### src/rtl/fpu_issue_arbiter.sv
// Round-robin issue arbiter for a shared FPU. Results are routed back to the
// issuing requester in issue order through a small requester-ID FIFO.
module fpu_issue_arbiter #(
   parameter  int unsigned NUM_REQ         = 2,
   parameter  int unsigned MAX_INFLIGHT    = 4,
   parameter  int unsigned EU_CTL_LEN      = 4,
   localparam int unsigned FLEN            = 64,
   localparam int unsigned FCSR_FRM_LEN    = 3,
   localparam int unsigned ROB_IDX_LEN     = 5,
   localparam int unsigned FFLAGS_LEN      = 5,
   localparam int unsigned EXCEPT_CODE_LEN = 6
) (
   input  logic                                   clk_i,
   input  logic                                   rst_ni,
   input  logic                                   flush_i,
   input  logic [NUM_REQ-1:0]                     req_valid_i,
   output logic [NUM_REQ-1:0]                     req_ready_o,
   input  logic [NUM_REQ-1:0][EU_CTL_LEN-1:0]     req_ctl_i,
   input  logic [NUM_REQ-1:0][FCSR_FRM_LEN-1:0]   req_rm_i,
   input  logic [NUM_REQ-1:0][ROB_IDX_LEN-1:0]    req_rob_idx_i,
   input  logic [NUM_REQ-1:0][FLEN-1:0]           req_rs1_value_i,
   input  logic [NUM_REQ-1:0][FLEN-1:0]           req_rs2_value_i,
   input  logic [NUM_REQ-1:0][FLEN-1:0]           req_rs3_value_i,
   output logic                                   fpu_valid_o,
   input  logic                                   fpu_ready_i,
   output logic [EU_CTL_LEN-1:0]                  fpu_ctl_o,
   output logic [FCSR_FRM_LEN-1:0]                fpu_rm_o,
   output logic [ROB_IDX_LEN-1:0]                 fpu_rob_idx_o,
   output logic [FLEN-1:0]                        fpu_rs1_value_o,
   output logic [FLEN-1:0]                        fpu_rs2_value_o,
   output logic [FLEN-1:0]                        fpu_rs3_value_o,
   input  logic                                   fpu_valid_i,
   output logic                                   fpu_ready_o,
   input  logic [ROB_IDX_LEN-1:0]                 fpu_rob_idx_i,
   input  logic [FLEN-1:0]                        fpu_result_i,
   input  logic [FFLAGS_LEN-1:0]                  fpu_fflags_i,
   input  logic                                   fpu_except_raised_i,
   input  logic [EXCEPT_CODE_LEN-1:0]             fpu_except_code_i,
   output logic [NUM_REQ-1:0]                     res_valid_o,
   input  logic [NUM_REQ-1:0]                     res_ready_i,
   output logic [ROB_IDX_LEN-1:0]                 res_rob_idx_o,
   output logic [FLEN-1:0]                        res_result_o,
   output logic [FFLAGS_LEN-1:0]                  res_fflags_o,
   output logic                                   res_except_raised_o,
   output logic [EXCEPT_CODE_LEN-1:0]             res_except_code_o
);

   localparam int unsigned ID_W  = (NUM_REQ > 1) ? $clog2(NUM_REQ) : 1;
   localparam int unsigned PTR_W = (MAX_INFLIGHT > 1) ? $clog2(MAX_INFLIGHT) : 1;
   localparam int unsigned CNT_W = $clog2(MAX_INFLIGHT + 1);

   localparam logic [EU_CTL_LEN-1:0] FPU_DIV_S  = EU_CTL_LEN'(3);
   localparam logic [EU_CTL_LEN-1:0] FPU_SQRT_S = EU_CTL_LEN'(4);
   localparam logic [EU_CTL_LEN-1:0] FPU_DIV_D  = EU_CTL_LEN'(11);
   localparam logic [EU_CTL_LEN-1:0] FPU_SQRT_D = EU_CTL_LEN'(12);

   typedef enum logic {NORMAL, LONG} state_e;

   state_e            state_q, state_d;
   logic [ID_W-1:0]   rr_ptr_q, rr_ptr_d;
   logic [PTR_W-1:0]  rd_ptr_q, rd_ptr_d;
   logic [PTR_W-1:0]  wr_ptr_q, wr_ptr_d;
   logic [CNT_W-1:0]  cnt_q, cnt_d;
   logic [ID_W-1:0]   fifo_q [MAX_INFLIGHT];

   logic              active;
   logic              gnt_found;
   logic [ID_W-1:0]   gnt_idx;
   logic [ID_W-1:0]   cand;
   logic              is_long;
   logic              issue_ok;
   logic              issue;
   logic              pop;
   logic              nonempty;
   logic [ID_W-1:0]   head_id;

   function automatic logic [PTR_W-1:0] ptr_inc(input logic [PTR_W-1:0] p);
      return (p == PTR_W'(MAX_INFLIGHT - 1)) ? '0 : p + PTR_W'(1);
   endfunction

   assign active = rst_ni & ~flush_i;

   // First valid requester at or after rr_ptr, wrapping modulo NUM_REQ.
   always_comb begin
      gnt_found = 1'b0;
      gnt_idx   = '0;
      cand      = '0;
      for (int unsigned i = 0; i < NUM_REQ; i++) begin
         cand = ID_W'((32'(rr_ptr_q) + i) % NUM_REQ);
         if (!gnt_found && req_valid_i[cand]) begin
            gnt_found = 1'b1;
            gnt_idx   = cand;
         end
      end
   end

   assign fpu_ctl_o       = req_ctl_i[gnt_idx];
   assign fpu_rm_o        = req_rm_i[gnt_idx];
   assign fpu_rob_idx_o   = req_rob_idx_i[gnt_idx];
   assign fpu_rs1_value_o = req_rs1_value_i[gnt_idx];
   assign fpu_rs2_value_o = req_rs2_value_i[gnt_idx];
   assign fpu_rs3_value_o = req_rs3_value_i[gnt_idx];

   assign is_long = (fpu_ctl_o == FPU_DIV_D) || (fpu_ctl_o == FPU_SQRT_D) ||
                    (fpu_ctl_o == FPU_DIV_S) || (fpu_ctl_o == FPU_SQRT_S);

   // A blocked grantee still holds the grant, so later requesters cannot bypass it.
   always_comb begin
      issue_ok = 1'b0;
      if (state_q == NORMAL)
         issue_ok = is_long ? (cnt_q == '0) : (cnt_q < CNT_W'(MAX_INFLIGHT));
   end

   assign fpu_valid_o = active & gnt_found & issue_ok;
   assign issue       = fpu_valid_o & fpu_ready_i;

   always_comb begin
      req_ready_o = '0;
      req_ready_o[gnt_idx] = fpu_valid_o & fpu_ready_i;
   end

   assign nonempty    = (cnt_q != '0);
   assign head_id     = fifo_q[rd_ptr_q];
   assign fpu_ready_o = active & nonempty & res_ready_i[head_id];
   assign pop         = fpu_valid_i & fpu_ready_o;

   always_comb begin
      res_valid_o = '0;
      res_valid_o[head_id] = active & nonempty & fpu_valid_i;
   end

   assign res_rob_idx_o       = fpu_rob_idx_i;
   assign res_result_o        = fpu_result_i;
   assign res_fflags_o        = fpu_fflags_i;
   assign res_except_raised_o = fpu_except_raised_i;
   assign res_except_code_o   = fpu_except_code_i;

   always_comb begin
      rr_ptr_d = rr_ptr_q;
      rd_ptr_d = rd_ptr_q;
      wr_ptr_d = wr_ptr_q;
      cnt_d    = cnt_q;
      state_d  = state_q;
      if (issue) begin
         rr_ptr_d = (gnt_idx == ID_W'(NUM_REQ - 1)) ? '0 : gnt_idx + ID_W'(1);
         wr_ptr_d = ptr_inc(wr_ptr_q);
         if (is_long) state_d = LONG;
      end
      if (pop) begin
         rd_ptr_d = ptr_inc(rd_ptr_q);
         if ((state_q == LONG) && (cnt_q == CNT_W'(1))) state_d = NORMAL;
      end
      if (issue && !pop)
         cnt_d = cnt_q + CNT_W'(1);
      else if (pop && !issue)
         cnt_d = cnt_q - CNT_W'(1);
      if (flush_i) begin
         rd_ptr_d = '0;
         wr_ptr_d = '0;
         cnt_d    = '0;
         state_d  = NORMAL;
      end
   end

   always_ff @(posedge clk_i) begin
      if (!rst_ni) begin
         rr_ptr_q <= '0;
         rd_ptr_q <= '0;
         wr_ptr_q <= '0;
         cnt_q    <= '0;
         state_q  <= NORMAL;
      end else begin
         rr_ptr_q <= rr_ptr_d;
         rd_ptr_q <= rd_ptr_d;
         wr_ptr_q <= wr_ptr_d;
         cnt_q    <= cnt_d;
         state_q  <= state_d;
         if (issue) fifo_q[wr_ptr_q] <= gnt_idx;
      end
   end

endmodule

### config.mk
export PLATFORM = sky130hd
export DESIGN_NAME = fpu_issue_arbiter
export DESIGN_NICKNAME = d
export VERILOG_FILES = /design/src/rtl/fpu_issue_arbiter.sv
export SDC_FILE = /design/constraint.sdc
export NUM_CORES = 1
export LEC_CHECK = 0
export ABC_AREA = 1
export CAP_MARGIN = 30
export CORE_AREA = 10 10 301 303
export CTS_BUF_LIST = sky130_fd_sc_hd__clkbuf_8 sky130_fd_sc_hd__clkbuf_16
export DETAILED_ROUTE_END_ITERATION = 16
export DIE_AREA = 0 0 311 313
export MAX_ROUTING_LAYER = met4
export PLACE_DENSITY = 0.32
export SLEW_MARGIN = 20
export SYNTH_ARGS = -nofsm -noshare
export SYNTH_HDL_FRONTEND = slang
export SYNTH_SLANG_ARGS = --single-unit
export TNS_END_PERCENT = 1
### constraint.sdc
create_clock -name clk_i -period 2.6 [get_ports clk_i]
set_input_delay 0.52 -clock clk_i [delete_from_list [all_inputs] [get_ports clk_i]]
set_output_delay 0.52 -clock clk_i [all_outputs]
set_load 0.1 [all_outputs]
==> results of run 1 <==
[stage by stage]
stage | TNS [ns] | std cells | instance area [sq um] | worst slack, ns
after global placement | -71.66 | 2571 | 13800 | -0.760
after floorplan | -1.79 | 863 | 4080 | -0.456
after global routing | -0.0442 | 2590 | 14200 | -0.0391
after CTS | -0.0240 | 2582 | 14100 | -0.0240
final | 0 | 2592 | 14200 | 0.0335
after detailed placement | -73.96 | 2571 | 13800 | -0.763
[cells by family after synthesis]
group	Yosys count	synth area share
compound gates	13	0.0185
flops	15	0.0838
buf+inv	155	0.226
fa+ha+maj	10	0.0308
xor+xnor	2	0.00432
simple gates	668	0.637
[tightest hold or removal path: cells and delay by family, from the launching register on]
| family | cells | cell delay [ns] |
|---|---|---|
| flops | 1 | 0.34 |
| buf+inv | 1 | 0.06 |
| compound gates | 1 | 0.05 |
[routing by layer]
layer | global-route usage | part of all wire | vias up
li1 | - | - | 3656
met1 | 0.137 | 0.41 | 3314
met2 | 0.194 | 0.46 | 526
met3 | 0.0644 | 0.13 | 38
met4 | 0.00853 | 0.0087 | 0
met5 | - | 0 | -
[cell usage in the layout, fill, tap and decap left out, drive strengths merged, types with 3 or more instances in the layout]
cell             n
dfxtp           11
clkdlybuf4s50  412
a21oi            8
inv             29
buf            285
o21ai            4
diode            5
clkbuf           3
nor2            14
nand2          635
nand4            4
nand3           13
edfxtp           4
ha              10
[worst max-delay path by stage]
stage / end / startpoint / slack [ns]
2_1_floorplan: req_ready_o[1] / req_valid_i[0] / -0.46
3_3_place_gp: fpu_rs2_value_o[21] / req_valid_i[0] / -0.76
3_5_place_dp: fpu_rs2_value_o[21] / req_valid_i[0] / -0.76
4_1_cts: req_ready_o[0] / flush_i / -0.02
5_1_grt: req_ready_o[0] / req_valid_i[1] / -0.04
6_report: req_ready_o[0] / req_valid_i[1] / 0.03
[final cells by class]
type	instances	area, sq um	area share
clock inverters	1	5.00	0.000352
well taps	1144	1430	0.101
inverters	29	116	0.00819
clock buffers	3	75.1	0.00528
diodes	5	12.5	0.000881
flip-flops and latches	15	340	0.0240
repair buffers	702	9280	0.653
multi-input cells	693	2950	0.207
[repair_timing]
action	in CTS	in global routing
pin swaps	2	7
resized for setup	39	9
setup buffers	4	5
cloned	3	0
endpoints found under the setup margin	210	13
[report_power, final]
group | leakage [nW] | internal (mW) | switching (mW)
Sequential | 0.125 | 0.243 | 0.00229
Clock | 0.0409 | 0.206 | 0.102
Combinational | 6.20 | 1.96 | 3.21
==> impl_metrics.yaml, run 1 <==
outcome:
  status: "finished clean"
critical_path:
  worst_path_dominant_cell_family: "buffers and inverters"
  reg2reg_depth: 16
  r2r_start: "rr_ptr_q"
  worstSetupEndpointType: "output pin"
  critPathRequiredTime_ns: 2.08
  critical_path_class: "in2out"
  reg2reg_setup_slack_ns: 0.42
  path_max_fanout: 4
  path_cells: "dlygate4sd2_1, buf_12, buf_4, nand3_1, nand2_2, nand2_2, nand2_2, nand3_4, nand3_4, buf_12, nor2_4, buf_12"
  slowest_delay_ns: 0.26
  r2r_end: "cnt_q[2]"
  slowest_stage: "dlygate4sd2_1"
  cp_num_cells: 12
  crit_path_start_kind: "primary input"
  critPathArrivalTime_ns: 2.05
  critPathBufInv: 5
synth:
  yosysMostFrequentCell: "nand2_1"
  netlist_area_sq_um: 4060
  synthDistinctLibCells: 24
  yosysWarnings: 0
  yosysSeqAreaShare: 0.0838
  yosysTopAreaCell: "nand2_1"
  synth-edff-count: 4
  postSynthCellCount: 863
  synth_flop_cell: "dfxtp_1"
  synth.avg_cell_area_sq_um: 4.70
  async_reset_ff_frac: 0
  synth_area_leaders: "nand2_1 (59%), buf_4 (15%), dfxtp_1 (5.4%)"
  ys_ff_latch: 15
  synth_top_area_share: 0.585
  synth_nets: 1371
  synth_common_cells: "nand2_1 (633), buf_4 (81), inv_1 (28), clkbuf_1 (21), buf_2 (19)"
route:
  routed_wl_um: 59900
  num_vias: 7534
  wl_per_cell_um: 23.1
  drc: 0
  viasPerCell: 2.91
  drtPass1Iterations: 6
  drt_iter0_markers: 282
  ant_nets: 0
sta:
  fin_skew_ns: 0.00185
  slew_viol_final: 0
  whs_ns: 0.498
  fin_crit_ns: 2.57
  min_period_over_period: 0.987
  max_freq_mhz: 390
  rsz0062_at_grt: "yes"
  slew_headroom: 0.794
  hold_violations: 0
  worst_pin_slew_ns: 0.309
  setup_viol: 0
clocking:
  cts.sinks: 15
  cts_tree: "built"
  cts_max_level: 1
  clockRootBuffer: "clkbuf_16"
  holdBufCountCts: 0
  clk_latency_ns: 0.25
  path_clk_slew_ns: 0.05
  cts_max_path_buffers: 2
  cts_made_buffers: 3
floorplanning:
  dieWidth_um: 311
  core_area_sq_um: 84600
  die_h_um: 313
  die_area_sq_um: 97300
  fp-row-count: 107
  io_pins: 789
  start_util: 0.0480
place:
  portBuffers: 626
  place_congestion: 0.900
  dp_hpwl_um: 54400
power:
  power.total_mw: 5.72
  leakage_nw: 6.37
  p_per_area_nw_per_um2: 403
  peakVddDrop_mv: 0.164
final_layout:
  post-route-util: 0.168
  fillers: 9682
  nets: 1952
  area_delta_synth_final_pct: 250
  layout-drive-gt1-share: 0.227
global_routing:
  grt_antenna_before_repair: 17
  grt_overflow: 0
  grt_pass1_vias: 8248
  grt_pass1_wl_um: 78600
  grt_start_max_net_pins: 51
  grtUsageTotal: 0.121
hold_path:
  hp-start: "state_q"
  hold_depth: 2
  whs_endpoint: "state_q"
  holdCritPathClass: "reg2reg"
run:
  maxCapViolations: 0
Power figures use the tool's default switching activity.
==> run 2, diff against run 1 <==
--- a/config.mk
+++ b/config.mk
@@ -5,12 +5,11 @@
 export SDC_FILE = /design/constraint.sdc
 export NUM_CORES = 1
 export LEC_CHECK = 0
-export ABC_AREA = 1
 export CAP_MARGIN = 30
-export CORE_AREA = 10 10 301 303
+export CORE_AREA = 10 10 300 302
 export CTS_BUF_LIST = sky130_fd_sc_hd__clkbuf_8 sky130_fd_sc_hd__clkbuf_16
 export DETAILED_ROUTE_END_ITERATION = 16
-export DIE_AREA = 0 0 311 313
+export DIE_AREA = 0 0 310 312
 export MAX_ROUTING_LAYER = met4
 export PLACE_DENSITY = 0.32
 export SLEW_MARGIN = 20
==> run 2 against run 1 <==
Compared with the run above: sequential share of layout area about the same; worst setup slack gained 0.045 ns; via count shrank 0.72%; combinational power up 1%; clock-buffer cell count unchanged; hold slack worse by 0.034 ns; sequential power about the same; critical path type unchanged; critical endpoint is now fpu_valid_o; highest routed layer unchanged.
==> impl_metrics.yaml, run 2 <==
route:
  drtPass1Iterations: 4
  drt_iter0_markers: 318
  wl_per_cell_um: 24.3
  drc: 0
  viasPerCell: 2.98
  num_vias: 7480
  routed_wl_um: 60800
  ant_nets: 0
floorplanning:
  start_util: 0.0479
  die_h_um: 312
  core_area_sq_um: 84300
  dieWidth_um: 310
  io_pins: 789
  fp-row-count: 107
  die_area_sq_um: 96700
clocking:
  cts_max_path_buffers: 2
  cts_tree: "built"
  clockRootBuffer: "clkbuf_16"
  path_clk_slew_ns: 0.05
  cts_made_buffers: 3
  clk_latency_ns: 0.25
  cts_max_level: 1
  cts.sinks: 15
final_layout:
  post-route-util: 0.168
  nets: 1919
  layout-drive-gt1-share: 0.240
  area_delta_synth_final_pct: 252
  mostFrequentLayoutCell: "nand2_1"
  mostFrequentLayoutCells: "nand2_1 (586), clkdlybuf4s50_1 (408), buf_12 (223), buf_4 (55), nand2_2 (23)"
  final_cell_count_no_fill: 2506
power:
  p_per_area_nw_per_um2: 407
  switchingPower_mw: 3.35
  p_sw_frac: 0.580
  combinationalPowerShare: 0.903
  peakVddDrop_mv: 0.152
  leakage_nw: 6.34
  clkPwrFrac: 0.054
  seq_power_share: 0.043
  power.total_mw: 5.78
  intPower_mw: 2.43
synth:
  yosysMostFrequentCell: "nand2_1"
  synth_area_leaders: "nand2_1 (57%), buf_4 (15%), dfxtp_1 (5.5%)"
  synth_nets: 1330
  yosysWarnings: 0
  synth.avg_cell_area_sq_um: 4.91
  synth_common_cells: "nand2_1 (610), buf_4 (82), buf_2 (38), dfxtp_1 (11), ha_1 (10)"
  yosysTopAreaCell: "nand2_1"
  postSynthCellCount: 822
  synthDistinctLibCells: 41
  async_reset_ff_frac: 0
  yosysSeqAreaShare: 0.0843
  synth_flop_cell: "dfxtp_1"
  netlist_area_sq_um: 4040
  synth-edff-count: 4
  ys_ff_latch: 15
  synth_top_area_share: 0.567
global_routing:
  grt_antenna_before_repair: 13
  grt_pass1_wl_um: 78100
  grt_pass1_vias: 8435
  grtUsageTotal: 0.122
  grt_overflow: 0
  grt_start_max_net_pins: 39
critical_path:
  r2r_start: "fifo_q[3]"
  path_max_fanout: 3
  critPathRequiredTime_ns: 2.08
  cpMostUsedCell: "buf_4"
  crit_start: "req_valid_i[0]"
  critPathArrivalTime_ns: 2.00
  reg2reg_depth: 7
  crit_path_start_kind: "primary input"
  slowest_delay_ns: 0.26
  slowest_stage: "dlygate4sd2_1"
  worstSetupEndpointType: "output pin"
  path_cells: "dlygate4sd2_1, nand2b_4, buf_4, buf_4, buf_4, o2111a_2, buf_6, nor3_4, buf_12"
  critical_path_class: "in2out"
sta:
  setup_viol: 0
  rsz0062_at_grt: "no"
  hold_violations: 0
  max_freq_mhz: 397
  worst_pin_slew_ns: 0.329
  min_period_over_period: 0.970
  tns_ns: 0
  fin_crit_ns: 2.52
  slew_viol_final: 0
  fin_skew_ns: 0.00270
  slew_headroom: 0.780
run:
  maxCapViolations: 0
hold_path:
  holdCritPathClass: "reg2reg"
  hold_depth: 2
  hp-start: "rr_ptr_q"
outcome:
  status: "finished clean"
place:
  portBuffers: 626
  dp.cells: 2474
  dp_hpwl_um: 53500
  place_congestion: 0.895
==> run 2: what timing repair did <==
| action | 4_1_cts | 5_1_grt |
|---|---|---|
| pin swaps | 5 | 0 |
| gates cloned | 9 | 0 |
| gates resized for setup | 61 | 1 |
| endpoints found under the setup margin | 206 | 1 |
| buffers inserted | 13 | 0 |
| hold buffers | 0 | 0 |
==> run 2: critical path, delay by kind of cell <==
kind | cells | cell delay (ns)
AOI/OAI and AO/OA | 1 | 0.17
and+or+nand+nor | 2 | 0.31
buffers and inverters | 6 | 1.00
==> run 2: through the flow <==
| stage | hold WS (ns) | setup slack [ns] | area, sq um |
|---|---|---|---|
| floorplan | 0.427 | -0.262 | 4060 |
| global placement | 0.443 | -0.301 | 13600 |
| detailed placement | 0.455 | -0.307 | 13600 |
| CTS | 0.466 | 0.0634 | 14200 |
| global route | 0.482 | 0.00363 | 14200 |
| finish | 0.464 | 0.0787 | 14200 |
==> run 2: layer usage <==
| metal | global-route usage | vias to the layer above | part of all wire |
|---|---|---|---|
| li1 | - | 3594 | - |
| met1 | 0.119 | 3288 | 0.35 |
| met2 | 0.207 | 571 | 0.48 |
| met3 | 0.0821 | 27 | 0.17 |
| met4 | 0.0108 | 0 | 0.0077 |
| met5 | - | - | 0 |
==> run 2: path summary, 6_finish.rpt <==
| check | endpoint | slack (ns) |
|---|---|---|
| hold / removal | rr_ptr_q | 0.46 |
| setup / recovery | fpu_valid_o | 0.08 |
| setup reg to reg | cnt_q[2] | 0.30 |
| hold reg to reg | rr_ptr_q | 0.46 |
==> run 2: area by class of cell <==
cell class | instances | area (sq um)
Antenna cell | 6 | 15.0
Clock buffer | 3 | 75.1
Clock inverter | 1 | 5.00
Fill cell | 9508 | 70100
Inverter | 8 | 46.3
Multi-Input combinational cell | 673 | 2970
Sequential cell | 15 | 340
Tap cell | 1090 | 1360
Timing Repair Buffer | 708 | 9360
Timing Repair inverter | 2 | 25.0
==> run 2: power by group through the flow <==
| stage | clock network, mW | registers, mW | logic, mW |
|---|---|---|---|
| global placement | 0 | 0.252 | 5.14 |
| CTS | 0.320 | 0.248 | 5.31 |
| finish | 0.312 | 0.248 | 5.22 |
| detailed placement | 0 | 0.253 | 5.13 |
| floorplan | 0 | 0.252 | 3.20 |
| global route | 0.332 | 0.248 | 5.44 |
==> run 2: cells by family (layout without fill, tap and decap cells) <==
family	count (synthesis)	after routing	synth area share
xor+xnor	2	2	0.00434
other cells	0	6	0
flops	15	15	0.0843
fa+ha+maj	10	10	0.0310
mux	7	7	0.0245
simple gates	639	639	0.611
compound gates	15	15	0.0322
buf+inv	134	722	0.213
==> run 3, diff against run 2 <==
--- a/config.mk
+++ b/config.mk
@@ -6,12 +6,12 @@
 export NUM_CORES = 1
 export LEC_CHECK = 0
 export CAP_MARGIN = 30
-export CORE_AREA = 10 10 300 302
+export CORE_AREA = 2 2 310 312
 export CTS_BUF_LIST = sky130_fd_sc_hd__clkbuf_8 sky130_fd_sc_hd__clkbuf_16
 export DETAILED_ROUTE_END_ITERATION = 16
-export DIE_AREA = 0 0 310 312
+export DIE_AREA = 0 0 312 314
 export MAX_ROUTING_LAYER = met4
-export PLACE_DENSITY = 0.32
+export PLACE_DENSITY = 0.3
 export SLEW_MARGIN = 20
 export SYNTH_ARGS = -nofsm -noshare
 export SYNTH_HDL_FRONTEND = slang
==> run 3 against run 2 <==
Compared with the run above: non-clock buffer count is 8 lower; clock skew hardly changed; total power is 1.6% lower; largest cell class unchanged; core utilization is 1.9 points lower.
==> impl_metrics.yaml, run 3 (same netlist as run 2, synthesis figures left out) <==
route:
  drt_iter0_markers: 248
  drtPass1Iterations: 4
  routed_wl_um: 57500
  drc: 0
  num_vias: 7506
  viasPerCell: 2.81
  wl_per_cell_um: 21.6
  ant_nets: 0
sta:
  setup_viol: 0
  fin_crit_ns: 2.57
  slew_headroom: 0.761
  tns_ns: 0
  setup_slack_ns: 0.0311
  worst_pin_slew_ns: 0.358
  slew_viol_final: 0
  min_period_over_period: 0.988
  hold_violations: 0
  max_freq_mhz: 389
  fin_skew_ns: 0.00272
  whs_ns: 0.459
critical_path:
  reg2reg_setup_slack_ns: 0.24
  path_max_fanout: 3
  critical_path_class: "in2out"
  critPathArrivalTime_ns: 2.05
  critPathRequiredTime_ns: 2.08
  crit_path_start_kind: "primary input"
  worstSetupEndpointType: "output pin"
clocking:
  cts_tree: "built"
  holdBufCountCts: 0
  clockRootBuffer: "clkbuf_16"
  cts_max_path_buffers: 2
  clk_latency_ns: 0.25
  cts_max_level: 1
  cts_made_buffers: 3
  cts.sinks: 15
  path_clk_slew_ns: 0.05
floorplanning:
  core_area_sq_um: 94400
  start_util: 0.0428
  die_h_um: 314
  fp-row-count: 113
  die_area_sq_um: 98000
  io_pins: 789
  dieWidth_um: 312
place:
  portBuffers: 626
  place_congestion: 0.914
  dp_slack_ns: -0.324
  detailed_place.area_sq_um: 13800
  dp.cells: 2654
  dp_hpwl_um: 51100
run:
  maxCapViolations: 0
final_layout:
  post-route-util: 0.150
  nets: 1911
  layout-drive-gt1-share: 0.223
  fillers: 10900
  final_cell_count_no_fill: 2669
  stdcell_area_sq_um: 14100
  mostFrequentLayoutCell: "nand2_1"
  area_delta_synth_final_pct: 250
  mostFrequentLayoutCells: "nand2_1 (603), clkdlybuf4s50_1 (409), buf_12 (221), buf_4 (56), dfxtp_1 (11)"
global_routing:
  grt_pass1_vias: 8118
  grtUsageTotal: 0.116
  grt-busiest-layer: "met2"
  grt_antenna_before_repair: 16
  gr-usage-met2: 0.201
  grt_use_met3: 0.0688
  grt_overflow: 0
  global_route.usage.met1: 0.111
  grt_start_max_net_pins: 25
  grt_pass1_wl_um: 74000
power:
  p_per_area_nw_per_um2: 402
  peakVddDrop_mv: 0.225
  power.total_mw: 5.69
  leakage_nw: 6.21
hold_path:
  holdCritPathClass: "reg2reg"
outcome:
  status: "finished clean"
-- run 3: cell types whose count changed in the layout (fill, tap and decap cells not counted), sizes merged --
cell,previous run,this run
buf,290,284
dlymetal6s2s,0,1
clkdlybuf4s50,408,409
diode,6,2
bufbuf,2,0
dlygate4sd2,8,6
-- run 3: path summary, 6_finish.rpt --
check        cells past startpoint    startpoint     endpoint
max                              6  req_ctl_i[0]  fpu_valid_o
min                              2      rr_ptr_q     rr_ptr_q
max reg2reg                      6     fifo_q[3]     cnt_q[2]
min reg2reg                      2      rr_ptr_q     rr_ptr_q
-- run 3: critical path, cell delays in order --
cell and delay (ns):
clkdlybuf4s50_1 0.44, or3b_4 0.40, a221oi_4 0.29, buf_6 0.17, nor3_4 0.05, buf_12 0.17
-- run 3: power breakdown --
| part | internal, mW | leakage [nW] | switching [mW] | total [mW] |
|---|---|---|---|---|
| sequential | 0.244 | 0.126 | 0.00339 | 0.248 |
| clock | 0.206 | 0.0409 | 0.105 | 0.311 |
| combinational | 1.93 | 6.04 | 3.19 | 5.13 |
| total | 2.38 | 6.21 | 3.30 | 5.69 |
-- run 3: what timing repair did --
action,CTS,global route
setup endpoints to repair,203,3
resized for setup,25,6
pin swaps,1,1
buffers inserted,4,1
gates cloned,4,0
-- run 3: final cells by class --
type                       count  area (sq um)  share of cell area
tap                         1265          1580               0.112
multi-input combinational    673          2920               0.207
clock buffer                   3          75.1             0.00531
antenna                        2          5.00            0.000354
inverter                       8          46.3             0.00328
clock inverter                 1          5.00            0.000354
timing repair inverter         2          25.0             0.00177
sequential                    15           340              0.0241
timing repair buffer         700          9130               0.646
-- run 3: layer usage --
layer  wire (um)  vias to the layer above  share of wire
met2       28400                      586           0.49
li1            -                     3567              -
met4        1170                        0          0.020
met5           0                        -              0
met1       19400                     3313           0.34
met3        8490                       40           0.15
